`src/rtl/store_buffer_cfwd_pkg.sv`:
```
// Shared defaults and helpers for the committed-drain store buffer with store-to-load forwarding.
package store_buffer_cfwd_pkg;

  localparam int unsigned SB_SIZE_DEF   = 4;
  localparam int unsigned SB_ADDR_W_DEF = 32;
  localparam int unsigned SB_DATA_W_DEF = 32;

  // Number of address bits that select a byte lane within one data word.
  function automatic int unsigned sb_lane_bits(input int unsigned data_w);
    return (data_w > 8) ? $clog2(data_w / 8) : 0;
  endfunction

endpackage

```
`src/rtl/sb_fwd_mux.sv`:
```
// Age-ordered per-byte forwarding select: walks entries oldest to youngest so the youngest hit per lane wins.
module sb_fwd_mux #(
  parameter  int unsigned SB_SIZE = 4,
  parameter  int unsigned DATA_W  = 32,
  localparam int unsigned STRB_W  = DATA_W / 8,
  localparam int unsigned PTR_W   = $clog2(SB_SIZE)
) (
  input  logic [SB_SIZE-1:0]             i_hit,
  input  logic [SB_SIZE-1:0][STRB_W-1:0] i_strb,
  input  logic [SB_SIZE-1:0][DATA_W-1:0] i_data,
  input  logic [PTR_W-1:0]               i_head,
  input  logic [PTR_W:0]                 i_cnt,
  output logic [DATA_W-1:0]              o_data,
  output logic [STRB_W-1:0]              o_strb
);

  always_comb begin
    logic [PTR_W-1:0] idx;
    o_data = '0;
    o_strb = '0;
    idx    = '0;
    for (int k = 0; k < SB_SIZE; k++) begin
      // Index arithmetic wraps naturally because SB_SIZE is a power of two.
      idx = i_head + PTR_W'(k);
      if (k < int'(i_cnt) && i_hit[idx]) begin
        for (int b = 0; b < STRB_W; b++) begin
          if (i_strb[idx][b]) begin
            o_data[b*8 +: 8] = i_data[idx][b*8 +: 8];
            o_strb[b]        = 1'b1;
          end
        end
      end
    end
  end

endmodule

```
`src/rtl/store_buffer_cfwd.sv`:
```
// Circular store buffer: speculative entries until ROB commit, only committed entries drain, flush drops the rest.
// Byte-granular store-to-load forwarding over all valid entries, newest store wins per lane.
module store_buffer_cfwd
  import store_buffer_cfwd_pkg::*;
#(
  parameter  int unsigned SB_SIZE = SB_SIZE_DEF,
  parameter  int unsigned ADDR_W  = SB_ADDR_W_DEF,
  parameter  int unsigned DATA_W  = SB_DATA_W_DEF,
  localparam int unsigned STRB_W  = DATA_W / 8,
  localparam int unsigned PTR_W   = $clog2(SB_SIZE)
) (
  input  logic              clk,
  input  logic              rst,
  input  logic              flush_i,
  input  logic              in_valid_i,
  output logic              in_ready_o,
  input  logic [ADDR_W-1:0] in_addr_i,
  input  logic [DATA_W-1:0] in_data_i,
  input  logic [STRB_W-1:0] in_strb_i,
  input  logic              commit_i,
  output logic              out_valid_o,
  input  logic              out_ready_i,
  output logic [ADDR_W-1:0] out_addr_o,
  output logic [DATA_W-1:0] out_data_o,
  output logic [STRB_W-1:0] out_strb_o,
  input  logic [ADDR_W-1:0] ld_addr_i,
  output logic [DATA_W-1:0] fwd_data_o,
  output logic [STRB_W-1:0] fwd_strb_o,
  output logic              empty_o,
  output logic              full_o
);

  localparam int unsigned LSB = sb_lane_bits(DATA_W);
  localparam logic [ADDR_W-1:0] WORD_MASK = {ADDR_W{1'b1}} << LSB;
  localparam logic [PTR_W:0]    SIZE_P    = (PTR_W+1)'(SB_SIZE);

  typedef struct packed {
    logic [ADDR_W-1:0] addr;
    logic [DATA_W-1:0] data;
    logic [STRB_W-1:0] strb;
    logic              valid;
    logic              committed;
  } entry_t;

  entry_t r_ent [SB_SIZE];

  logic [PTR_W:0]   r_head, r_cmt, r_tail;
  logic [PTR_W:0]   w_cnt, w_ccnt, w_cmt_nxt;
  logic [PTR_W-1:0] w_head_idx, w_cmt_idx, w_tail_idx;
  logic             w_push, w_pop, w_commit;

  logic [SB_SIZE-1:0]             w_hit;
  logic [SB_SIZE-1:0][STRB_W-1:0] w_strb;
  logic [SB_SIZE-1:0][DATA_W-1:0] w_data;

  assign w_cnt      = r_tail - r_head;
  assign w_ccnt     = r_cmt - r_head;
  assign w_head_idx = r_head[PTR_W-1:0];
  assign w_cmt_idx  = r_cmt[PTR_W-1:0];
  assign w_tail_idx = r_tail[PTR_W-1:0];

  assign in_ready_o  = (w_cnt < SIZE_P);
  assign out_valid_o = (w_ccnt != '0);
  assign empty_o     = (w_cnt == '0);
  assign full_o      = (r_tail[PTR_W] != r_head[PTR_W]) && (w_tail_idx == w_head_idx);

  assign w_push    = in_valid_i & in_ready_o & ~flush_i;
  assign w_pop     = out_valid_o & out_ready_i;
  assign w_commit  = commit_i & (w_ccnt < w_cnt);
  assign w_cmt_nxt = r_cmt + {{PTR_W{1'b0}}, w_commit};

  assign out_addr_o = r_ent[w_head_idx].addr;
  assign out_data_o = r_ent[w_head_idx].data;
  assign out_strb_o = r_ent[w_head_idx].strb;

  always_ff @(posedge clk or posedge rst) begin
    if (rst) begin
      r_head <= '0;
      r_cmt  <= '0;
      r_tail <= '0;
    end else begin
      r_head <= r_head + {{PTR_W{1'b0}}, w_pop};
      r_cmt  <= w_cmt_nxt;
      // Flush rewinds tail to the post-commit pointer, discarding speculative stores only.
      r_tail <= flush_i ? w_cmt_nxt : r_tail + {{PTR_W{1'b0}}, w_push};
    end
  end

  always_ff @(posedge clk or posedge rst) begin
    if (rst) begin
      for (int i = 0; i < SB_SIZE; i++) r_ent[i] <= '0;
    end else begin
      for (int i = 0; i < SB_SIZE; i++) begin
        if (w_push && w_tail_idx == PTR_W'(i)) begin
          r_ent[i].addr      <= in_addr_i;
          r_ent[i].data      <= in_data_i;
          r_ent[i].strb      <= in_strb_i;
          r_ent[i].valid     <= 1'b1;
          r_ent[i].committed <= 1'b0;
        end
        if (w_commit && w_cmt_idx == PTR_W'(i)) r_ent[i].committed <= 1'b1;
        if (w_pop && w_head_idx == PTR_W'(i)) begin
          r_ent[i].valid     <= 1'b0;
          r_ent[i].committed <= 1'b0;
        end
        if (flush_i && !r_ent[i].committed && !(w_commit && w_cmt_idx == PTR_W'(i)))
          r_ent[i].valid <= 1'b0;
      end
    end
  end

  always_comb begin
    w_hit  = '0;
    w_strb = '0;
    w_data = '0;
    for (int i = 0; i < SB_SIZE; i++) begin
      w_hit[i]  = r_ent[i].valid && (((r_ent[i].addr ^ ld_addr_i) & WORD_MASK) == '0);
      w_strb[i] = r_ent[i].strb;
      w_data[i] = r_ent[i].data;
    end
  end

  sb_fwd_mux #(
    .SB_SIZE (SB_SIZE),
    .DATA_W  (DATA_W)
  ) u_fwd_mux (
    .i_hit  (w_hit),
    .i_strb (w_strb),
    .i_data (w_data),
    .i_head (w_head_idx),
    .i_cnt  (w_cnt),
    .o_data (fwd_data_o),
    .o_strb (fwd_strb_o)
  );

endmodule

```
`config.mk`:
```
export PLATFORM = sky130hd
export DESIGN_NAME = store_buffer_cfwd
export DESIGN_NICKNAME = d
export VERILOG_FILES = /design/src/rtl/store_buffer_cfwd_pkg.sv /design/src/rtl/sb_fwd_mux.sv /design/src/rtl/store_buffer_cfwd.sv
export SDC_FILE = /design/constraint.sdc
export NUM_CORES = 1
export LEC_CHECK = 0
export CAP_MARGIN = 15
export CORE_MARGIN = 2
export CORE_UTILIZATION = 57
export CTS_CLUSTER_SIZE = 14
export DETAILED_ROUTE_END_ITERATION = 6
export GPL_TIMING_DRIVEN = 0
export PLACE_DENSITY = 0.81
export SETUP_SLACK_MARGIN = 0.3
export SLEW_MARGIN = 20
export SYNTH_ARGS = -nofsm -noshare
export SYNTH_HDL_FRONTEND = slang
export SYNTH_SLANG_ARGS = --single-unit
```
`constraint.sdc`:
```
create_clock -name clk -period 11.1 [get_ports clk]
set_input_delay 2.22 -clock clk [delete_from_list [all_inputs] [get_ports clk]]
set_output_delay 2.22 -clock clk [all_outputs]
set_load 0.01 [all_outputs]
```
# == Word-level counts from Yosys, hierarchy flattened ==
# Cells that the tools add are included.
# op_classes
reduce_logical,54
n_mux,84
eq_ne,11
add_sub_neg,8
n_lt_le_gt_ge,11
bitwise,10
# ops
operator,count
32-bit binary-select mux with 2-bit select,4
32-bit two-way mux,8
70-bit binary-select mux with 2-bit select,1
70-bit two-way mux,2
32-bit logical NOT,4
8-bit two-way mux,16
32-bit XOR,4
4-bit binary-select mux with 2-bit select,4
4-bit two-way mux,8
1-bit logical AND,29
1-bit two-way mux,28
3-bit nonzero test,9
2-bit two-way mux,8
2-bit == test (second input constant),6
2-bit by 3-bit < comparator with 1-bit output (second input constant),4
3-bit by 1-bit adder with 3-bit output,3
1-bit binary-select mux with 2-bit select,4
1-bit logical NOT,8
2-bit by 1-bit == test with 1-bit output (second input constant),3
2-bit logical NOT,3
1-bit by 3-bit < comparator with 1-bit output (first input constant),2
2-bit by 3-bit < comparator with 1-bit output (first input constant),2
3-bit subtractor,2
2-bit adder (second input constant),2
11 further kinds,14
# totals
input_bits,106
register_bits,289

# == Depth between registers and ports, before layout ==
# logic_depth
ltp_word,13
ltp_mapped,15
mapped_depth_nobuf,14

# == By module ==
# Synthesis repeated with hierarchy kept, for this count alone.
# hier_totals
hier_cells,1588
area_unflattened_um2,18323.8
# by_module_without_submodules
mod,area_each_um2,n_inst,cells_each,seq_area_each_um2
store_buffer_cfwd,14179.8,1,1081,7231.9
sb_fwd_mux,4144.0,1,507,0.0

# == Worst setup path after synthesis ==
# No wires, ideal clock.
# synth_path
kind,input -> output
startpoint,in ld_addr_i[11]
endpoint,out fwd_data_o[16]
arrival_ps,4460
setup_slack_ps,4420
cell_stages,10
n_path_buf,1
cell_sequence,xnor2_1 nand4_1 or4_4 nor4_4 mux2i_2 o22ai_2 buf_6 nand2_1 o211a_1 o22ai_1
# synth_via
elab_chain_len,13
elab_cells_between_ends,31
cone_classes,15 x mux; 4 x bitwise; 12 x reduce/logical
# synth_rtl
item,line_no,text
"start, declared",store_buffer_cfwd.sv:26,"input logic [ADDR_W-1:0] ld_addr_i,"
32-bit XOR,store_buffer_cfwd.sv:117,w_hit[i] = r_ent[i].valid && (((r_ent[i].addr ^ ld_addr_i) & WORD_MASK) == '0);
32-bit logical NOT,store_buffer_cfwd.sv:117,
1-bit logical AND,store_buffer_cfwd.sv:117,
1-bit binary-select mux with 2-bit select,sb_fwd_mux.sv:25,if (k < int'(i_cnt) && i_hit[idx]) begin
1-bit two-way mux (implied by the code),sb_fwd_mux.sv:25,
1-bit logical AND,sb_fwd_mux.sv:25,
32-bit two-way mux,sb_fwd_mux.sv:25,
8-bit two-way mux,sb_fwd_mux.sv:27,if (i_strb[idx][b]) begin
32-bit two-way mux,sb_fwd_mux.sv:25,
8-bit two-way mux,sb_fwd_mux.sv:27,
32-bit two-way mux,sb_fwd_mux.sv:25,
8-bit two-way mux,sb_fwd_mux.sv:27,
32-bit two-way mux *,sb_fwd_mux.sv:25,
"end, declared",store_buffer_cfwd.sv:27,"output logic [DATA_W-1:0] fwd_data_o,"
# Mark *: on every way between the ends. The rest lies on a longest branch, timed or not. The select of a mux whose other input is x is not followed.

# == Worst setup path in the final report ==
# layout_path
startpoint,in ld_addr_i[10]
endpoint,out fwd_data_o[28]
# Same word-level chain as after synthesis.

==> run_results.csv <==
group,metric,value,unit
sta,setup-violations-final,0,
route,first_iter_violations,1575,
synthesis,yosysWarningCount,0,
final_layout,most-common-layout-cells,"dfrtp_1, mux2_2, clkdlybuf4s50_1, mux4_2, xnor2_1",
grt,grt_use_total,34.2,%
cts,ctsHoldBuffers,0,
job,maxCapViolCount,0,
cts,clk_pin_slew,0.05,ns
sta,fin_skew,0.0105,ns
route,dr.pass1.iters,5,
sta,slew_viol_final,0,
route,post_drt_via_cell_ratio,6.97,
synthesis,syn_avg_cell_area,12.7,um2
cts,cts_resized,0,
worst_setup_path,crit_fanout,10,
die,die_w,183,um
cts,insertion_delay,0.51,ns
power,powerDensity,357,mW/mm2
synthesis,ys_seq_elements,289,
sta,max_freq,113,MHz
synthesis,synth_cell_type_count,61,
route,drt-total-wl,56.4,mm
synthesis,synth_top_flop_cell,"dfrtp_1",
synthesis,yosys.area.top_type_share,39.6,%
worst_setup_path,crit_path_end_kind,"output pin",
worst_hold_path,hp-class,"reg2reg",
cts,cts_htree_levels,2,
cts,clock_path_buffers,3,
die,core_area,0.0316,mm2
die,pin_count,214,
worst_setup_path,critPathKind,"in2out",
grt,grt_pass1_wl,87.4,mm
power,fin_total_pwr,7.90,mW
grt,overflow,0,
route,vias,14700,
route,ant_nets,0,
placement,place.gp.congestion,0.952,
sta,fin_hold_ws,0.508,ns
cts,cts.sinks,289,
sta,period_needed,8.85,ns
grt,grt_pass1_vias,15100,
worst_setup_path,critPathArrivalTime,6.63,ns
synthesis,synth_edf_count,0,
worst_setup_path,start_kind,"input port",
die,die_h,183,um
cts,post_cts_buffers,0,
route,drcViolationCount,0,
final_layout,final_common_cell,"dfrtp_1",
sta,min_period_over_period,79.7,%
cts,cts_tree,"built",
grt,grt_max_degree,105,
final_layout,area_growth,21.1,%
synthesis,synth_cells,1438,
route,wire_per_inst,26.7,um
synthesis,synth.yosys.seq_area_share,39.6,%
power,leakage,8.68,nW
final_layout,multi_input_area,0.0105,mm2
die,start_util,57.9,%
final_layout,final_nets,1810,
outcome,status,"finished clean",
final_layout,layout-drive-gt1-share,30.4,%
worst_setup_path,cp.required,8.88,ns
synthesis,syn_nets,1561,
die,rows,65,
synthesis,syn-cell-area,0.0183,mm2
cts,cts-root-buf,"clkbuf_16",
die,dieArea,0.0335,mm2
cts,numCtsBuffers,34,
placement,port_buffers,210,
final_layout,seqCellArea,0.00723,mm2
sta,rsz0062_at_grt,"no",
grt,antenna_found_initial,5,
sta,worst_pin_slew,1.13,ns
sta,hold_violations,0,
power,ir_drop,0.198,mV
synthesis,async_flop_share,100,%
sta,relSlewSlack,24.9,%
final_layout,n_fill_cell,2198,
synthesis,synthTopCellsByArea,"dfrtp_1, mux4_2, mux2_2, xnor2_1, nand4_1",
synthesis,synth_top_area_cell,"dfrtp_1",
placement,dp_hpwl,40.5,mm
==> kinds of logic (layout without fill, tap and decap cells) <==
group           count (synthesis)  in the layout  synth area share [%]
mux                           440            440                  36.0
flops                         289            289                  39.6
simple gates                  245            245                  7.21
compound gates                180            180                  6.68
buf+inv                       140            410                  3.17
xor+xnor                      127            127                  6.09
fa+ha+maj                      17             17                  1.25
other cells                     0              4                     0
==> synthesized netlist by cell type (4+ instances only) <==
cell,instances
nor4_1,12
xnor2_1,90
and2_1,4
mux2i_1,12
nand4_1,76
clkbuf_1,49
ha_1,15
xor2_1,37
o21ai_0,38
inv_1,46
nand3_1,28
nor3_1,9
or4_1,4
o22ai_2,5
dfrtp_1,289
a21oi_1,50
o31ai_1,8
and3_1,7
mux2_2,282
nand2_1,51
o22ai_1,23
o22a_1,8
nor2_1,38
o211a_1,24
buf_2,21
buf_1,20
mux4_2,145
==> flip-flops by register name, indices dropped and copies added (netlist names) <==
register,count
r_tail,3
r_ent,280
r_cmt,3
r_head,3
==> per-stage QoR <==
stage	utilization, %	cells	TNS (ns)	instance area (um2)	setup WS [ns]
floorplan	-	1438	0	18300	0.903
global placement	66.1	2050	-690.90	20900	-2.42
detailed placement	66.4	2053	0	20900	2.42
CTS	70.0	2110	0	22100	2.41
global route	70.0	2111	0	22100	2.17
finish	70.1	2114	0	22100	2.25
==> path summary, 6_finish.rpt <==
check	slack (ns)	from	end	cells past startpoint
min	0.51	r_ent[248]	r_ent[248]	1
max in group asynchronous	7.47	rst	r_ent[133]	4
max reg2reg	6.24	r_head[1]	r_ent[97]	12
min in group asynchronous	2.20	rst	r_ent[150]	2
max	2.25	ld_addr_i[10]	fwd_data_o[28]	11
min reg2reg	0.51	r_ent[248]	r_ent[248]	1
==> metal layers <==
metal  global-route usage (%)  part of all wire [%]
met1                     45.4                    38
met3                     7.86                    10
met2                     54.6                    47
met5                        0                 0.025
met4                     14.2                   4.4
==> power breakdown <==
| group | internal [mW] | switching [mW] |
|---|---|---|
| clock | 0.713 | 0.445 |
| sequential | 1.57 | 0.556 |
| combinational | 2.41 | 2.20 |
==> area by class of cell <==
class	count	area share [%]
Antenna cell	4	0.0453
Timing Repair Buffer	213	9.82
Clock inverter	7	0.509
Buffer	94	1.83
Tap cell	402	2.28
Sequential cell	289	32.7
Clock buffer	50	4.68
Multi-Input combinational cell	1009	47.3
Inverter	46	0.815
==> critical path, cell delays in order <==
cell	delay (ns)
clkdlybuf4s50_1	0.53
xnor2_1	0.46
nand4_1	0.19
or4_1	0.71
nor3_1	0.67
nand2_1	0.12
o21ai_0	0.10
a21oi_1	0.26
clkbuf_1	0.36
o22ai_1	0.40
clkdlybuf4s50_1	0.61
Power figures use the tool's default switching activity.
==> patch 1 (config.mk and constraints unchanged) <==
Change the package constant `SB_DATA_W_DEF` from 32 to 28.
--- a/src/rtl/store_buffer_cfwd_pkg.sv
+++ b/src/rtl/store_buffer_cfwd_pkg.sv
@@ -3,7 +3,7 @@
 
   localparam int unsigned SB_SIZE_DEF   = 4;
   localparam int unsigned SB_ADDR_W_DEF = 32;
-  localparam int unsigned SB_DATA_W_DEF = 32;
+  localparam int unsigned SB_DATA_W_DEF = 28;
 
   // Number of address bits that select a byte lane within one data word.
   function automatic int unsigned sb_lane_bits(input int unsigned data_w);
Interface: changed (6 resized); port bits go from 214 to 199. The function was not compared with the original's and may differ.
==> patch 1 against the unedited design <==
Worst setup slack got worse by 0.34 ns. Die area decreased by 10%. Clock power decreased by 16%. Sequential share of layout area grew 1.6 points. Cell area fell by 11%. Critical endpoint is now fwd_data_o[23]. Sequential cell count fell by 20. Area after synthesis is 11% lower. Routed wire length shrank 18%. Global-route usage is 3.2 points lower. Total power is 10% lower.
==> patch 1: results (changes against the unedited design) <==
Synth Instances 1205 (-16%); final RePlAce weighted congestion 0.927 (-2.7%); initial antenna violation count 4 (-1); CP top delay family buffers and inverters; routing usage on met1 0.420 (-0.0343); Reg2Reg Setup Slack 6.60 ns (+0.36 ns); post-synthesis mux area share 0.362 (+0.00226); tap cells 378 (-6.0%); largest cells by area after synthesis dfrtp_1, mux2_2, mux4_2, xnor2_1, nand4_1; number of diodes 3 (-1); Fillers 1984 (-9.7%); HP Start r_ent[31]$_DFFE_PP0P_; Worst VDD drop 0.000201 V (+1.3%); total CTS buffers 30 (-12%); clk_skew 0.0235 ns (+0.0130 ns); LEAKAGE 7.76 nW (-11%); clk tree area frac 0.0488 (-0.00308); most instantiated cells after synthesis dfrtp_1, mux2_2, mux4_2; Critical Path Source ld_addr_i[31]; WL final 46200 µm (-18%); Synth Register Bits 269 (-6.9%); CP max-delay cell nor4_1; outcome finished, final reports clean; non-clk buf share 0.117 (about the same); HPWL Detailed 33000 µm (-18%); share of layout cells above drive strength 1 0.347 (+0.0425); worst skew pair latency 0.57 ns (+0.06 ns); P_clk 0.974 mW (-16%); Reg-to-Reg End r_ent[12]$_DFFE_PP0P_; Min-Delay Endpoint r_ent[31]$_DFFE_PP0P_; routed len/inst 25.4 µm (-5.0%); sequential cell area share 0.343 (+0.0158); met2 WL 22300 µm (-16%); H-tree depth 1 (-1); multi-input combinational area share 0.462 (-0.0108); layout net count 1538 (-15%); largest net degree at the start of global routing 82 (-22%); first-pass GRT wire length 72200 µm (-17%); worst reg2reg path depth 10 (-2); met3 Use GR 0.0664 (-0.0122); GRT Total Usage 0.310 (-0.0316); Gate power share 0.585 (about the same); Arr. time, crit path 6.97 ns (+0.34 ns); CP Capture Point fwd_data_o[23]; Synth Area in Adders 0.0140 (+0.00148); Repair and plain buffers 277 (-9.8%); 1st-iter DRT viols 1484 (-5.8%); XOR/XNOR Fraction of Synth Area 0.0700 (+0.00908); clkbuf count 45 (-10%); placed instance area 18700 µm² (-11%); Non-Clock Inverter Count 24 (-48%); WL met1 17700 µm (-17%)
patch 1: worst reg2reg max path, stage by stage (launching register included):
cell,delay [ns]
dfrtp_1,0.55
inv_1,0.14
clkbuf_1,0.69
fa_1,0.33
xor3_1,0.42
and3_1,0.28
clkbuf_1,0.13
nand3_1,0.11
clkbuf_1,0.65
clkbuf_1,0.66
mux2_2,0.42
patch 1: stage by stage:
stage | worst slack [ns] | power, mW | hold slack (ns) | utilization
6_report | 1.91 | 7.08 | 0.502 | 0.701
5_1_grt | 1.80 | 7.43 | 0.522 | 0.701
4_1_cts | 2.08 | 7.04 | 0.504 | 0.701
3_5_place_dp | 2.09 | 6.04 | 0.491 | 0.666
3_3_place_gp | -1.77 | 5.92 | 0.482 | 0.663
2_1_floorplan | 1.47 | 4.52 | 0.474 | -
==> patch 2 (same flow settings) <==
Without the edit above. Make the reset (`rst`) synchronous in 2 clocked blocks.
--- a/src/rtl/store_buffer_cfwd.sv
+++ b/src/rtl/store_buffer_cfwd.sv
@@ -73,7 +73,7 @@
   assign out_data_o = r_ent[w_head_idx].data;
   assign out_strb_o = r_ent[w_head_idx].strb;
 
-  always_ff @(posedge clk or posedge rst) begin
+  always_ff @(posedge clk) begin
     if (rst) begin
       r_head <= '0;
       r_cmt  <= '0;
@@ -86,7 +86,7 @@
     end
   end
 
-  always_ff @(posedge clk or posedge rst) begin
+  always_ff @(posedge clk) begin
     if (rst) begin
       for (int i = 0; i < SB_SIZE; i++) r_ent[i] <= '0;
     end else begin
Check against the original RTL: not settled (the Yosys comparison gave no result); the edit may change what the design does.
==> patch 2 against the unedited design <==
Routed wire length up 0.81%. Area after synthesis rose by 0.30%. Die area rose by 0.30%. Global-route usage barely moved. Count of clock-buffer cells in the layout is 5 lower. Sequential cell count unchanged. Cell area decreased by 1.1%. Worst setup slack got worse by 0.15 ns.
Power is not compared: it rests on default switching activity, and its combinational part moved more than twofold at a synthesized area within 25%.
==> patch 2: results (changes against the unedited design) <==
Critical Path Source ld_addr_i[16]; Placed Cells incl. Taps 1967 (-4.2%); post-synthesis sequential area ratio 0.469 (+0.0729); clk_skew 0.00901 ns (-0.00146 ns); pre-CTS WS 2.35 ns (-0.0723 ns); Crit Reg-Reg Startpoint r_head[1]$_SDFF_PP0_; GRT Total Usage 0.341 (about the same); Arr. time, crit path 6.78 ns (+0.15 ns); via-per-instance ratio 6.98 (+0.13%); Fillers 2114 (-3.8%); Main synth FF type edfxtp_1; placed instance area 21000 µm² (about the same); largest net degree at the start of global routing 44 (-58%); most instantiated cells after synthesis edfxtp_1, and2_1, mux4_2; Post-synth EDFFs 280 (+280); outcome finished, final reports clean; Cell variety after synth 51 (-16%); H-tree depth 1 (-1); HPWL Detailed 39000 µm (-3.6%); multi-input logic area 9250 µm² (-12%); 1st-iter DRT viols 1990 (+26%); layout net count 1722 (-4.9%); post-synthesis async set-or-reset flop share 0 (-1.00); Reg2Reg Setup Slack 6.70 ns (+0.46 ns); first-pass GRT wire length 85000 µm (-2.7%); HP Start r_head[2]$_SDFF_PP0_; Slew @ Worst Pin 1.24 ns (+0.117 ns); Syn Nets 1483 (-5.0%); hold slack 0.609 ns (+0.100 ns)
[patch 2: cell types whose count changed in the layout (fill, tap and decap cells not counted), moves of 33 or more]
cell | before | now
edfxtp_1 | 0 | 280
inv_1 | 45 | 11
a21oi_1 | 50 | 4
dfrtp_1 | 289 | 0
mux2_2 | 282 | 1
nand2b_1 | 0 | 33
a32oi_1 | 1 | 35
and2_1 | 4 | 277
[patch 2: final timing paths]
kind	end	depth (start not counted)
setup / recovery	fwd_data_o[28]	11
hold / removal	r_head[2]$_SDFF_PP0_	2
setup reg to reg	r_ent[2][57]$_SDFFCE_PN0P_	10
hold reg to reg	r_head[2]$_SDFF_PP0_	2
[patch 2: layer usage]
| layer | global-route usage | part of all wire | vias to the layer above |
|---|---|---|---|
| li1 | - | - | 5789 |
| met1 | 0.466 | 0.37 | 7011 |
| met2 | 0.535 | 0.47 | 1172 |
| met3 | 0.0836 | 0.13 | 174 |
| met4 | 0.133 | 0.037 | 0 |
| met5 | 0 | 0 | - |
[patch 2: cell families after synthesis]
group,share of synthesized area
buffers and inverters,0.0268
XOR/XNOR,0.0607
multiplexers,0.214
AO/OA/AOI/OAI,0.0498
flip-flops,0.469
adder cells (fa/ha/maj),0.0124
AND/OR/NAND/NOR,0.167
[patch 2: layout make-up]
cell class	instances	area share
Tap cell	402	0.0230
Sequential cell	289	0.393
Clock buffer	45	0.0378
Clock inverter	9	0.00343
Multi-Input combinational cell	951	0.423
Antenna cell	2	0.000229
Buffer	104	0.0198
Inverter	16	0.00309
Timing Repair Buffer	208	0.0974
[patch 2: where the power goes]
part,switching [mW],total [mW],internal [mW]
clock network,0.419,0.952,0.533
registers,0.0930,1.42,1.32
logic,0.942,1.73,0.783
[patch 2: critical path, cell delays in order]
cell and delay, ns:
clkdlybuf4s50_1 0.56, xnor2_1 0.29, nand4_1 0.25, nor4_1 0.60
nand4_1 0.18, a31oi_1 1.01, buf_2 0.44, and4_1 0.22
o21ai_0 0.08, a32oi_1 0.32, clkdlybuf4s50_1 0.60
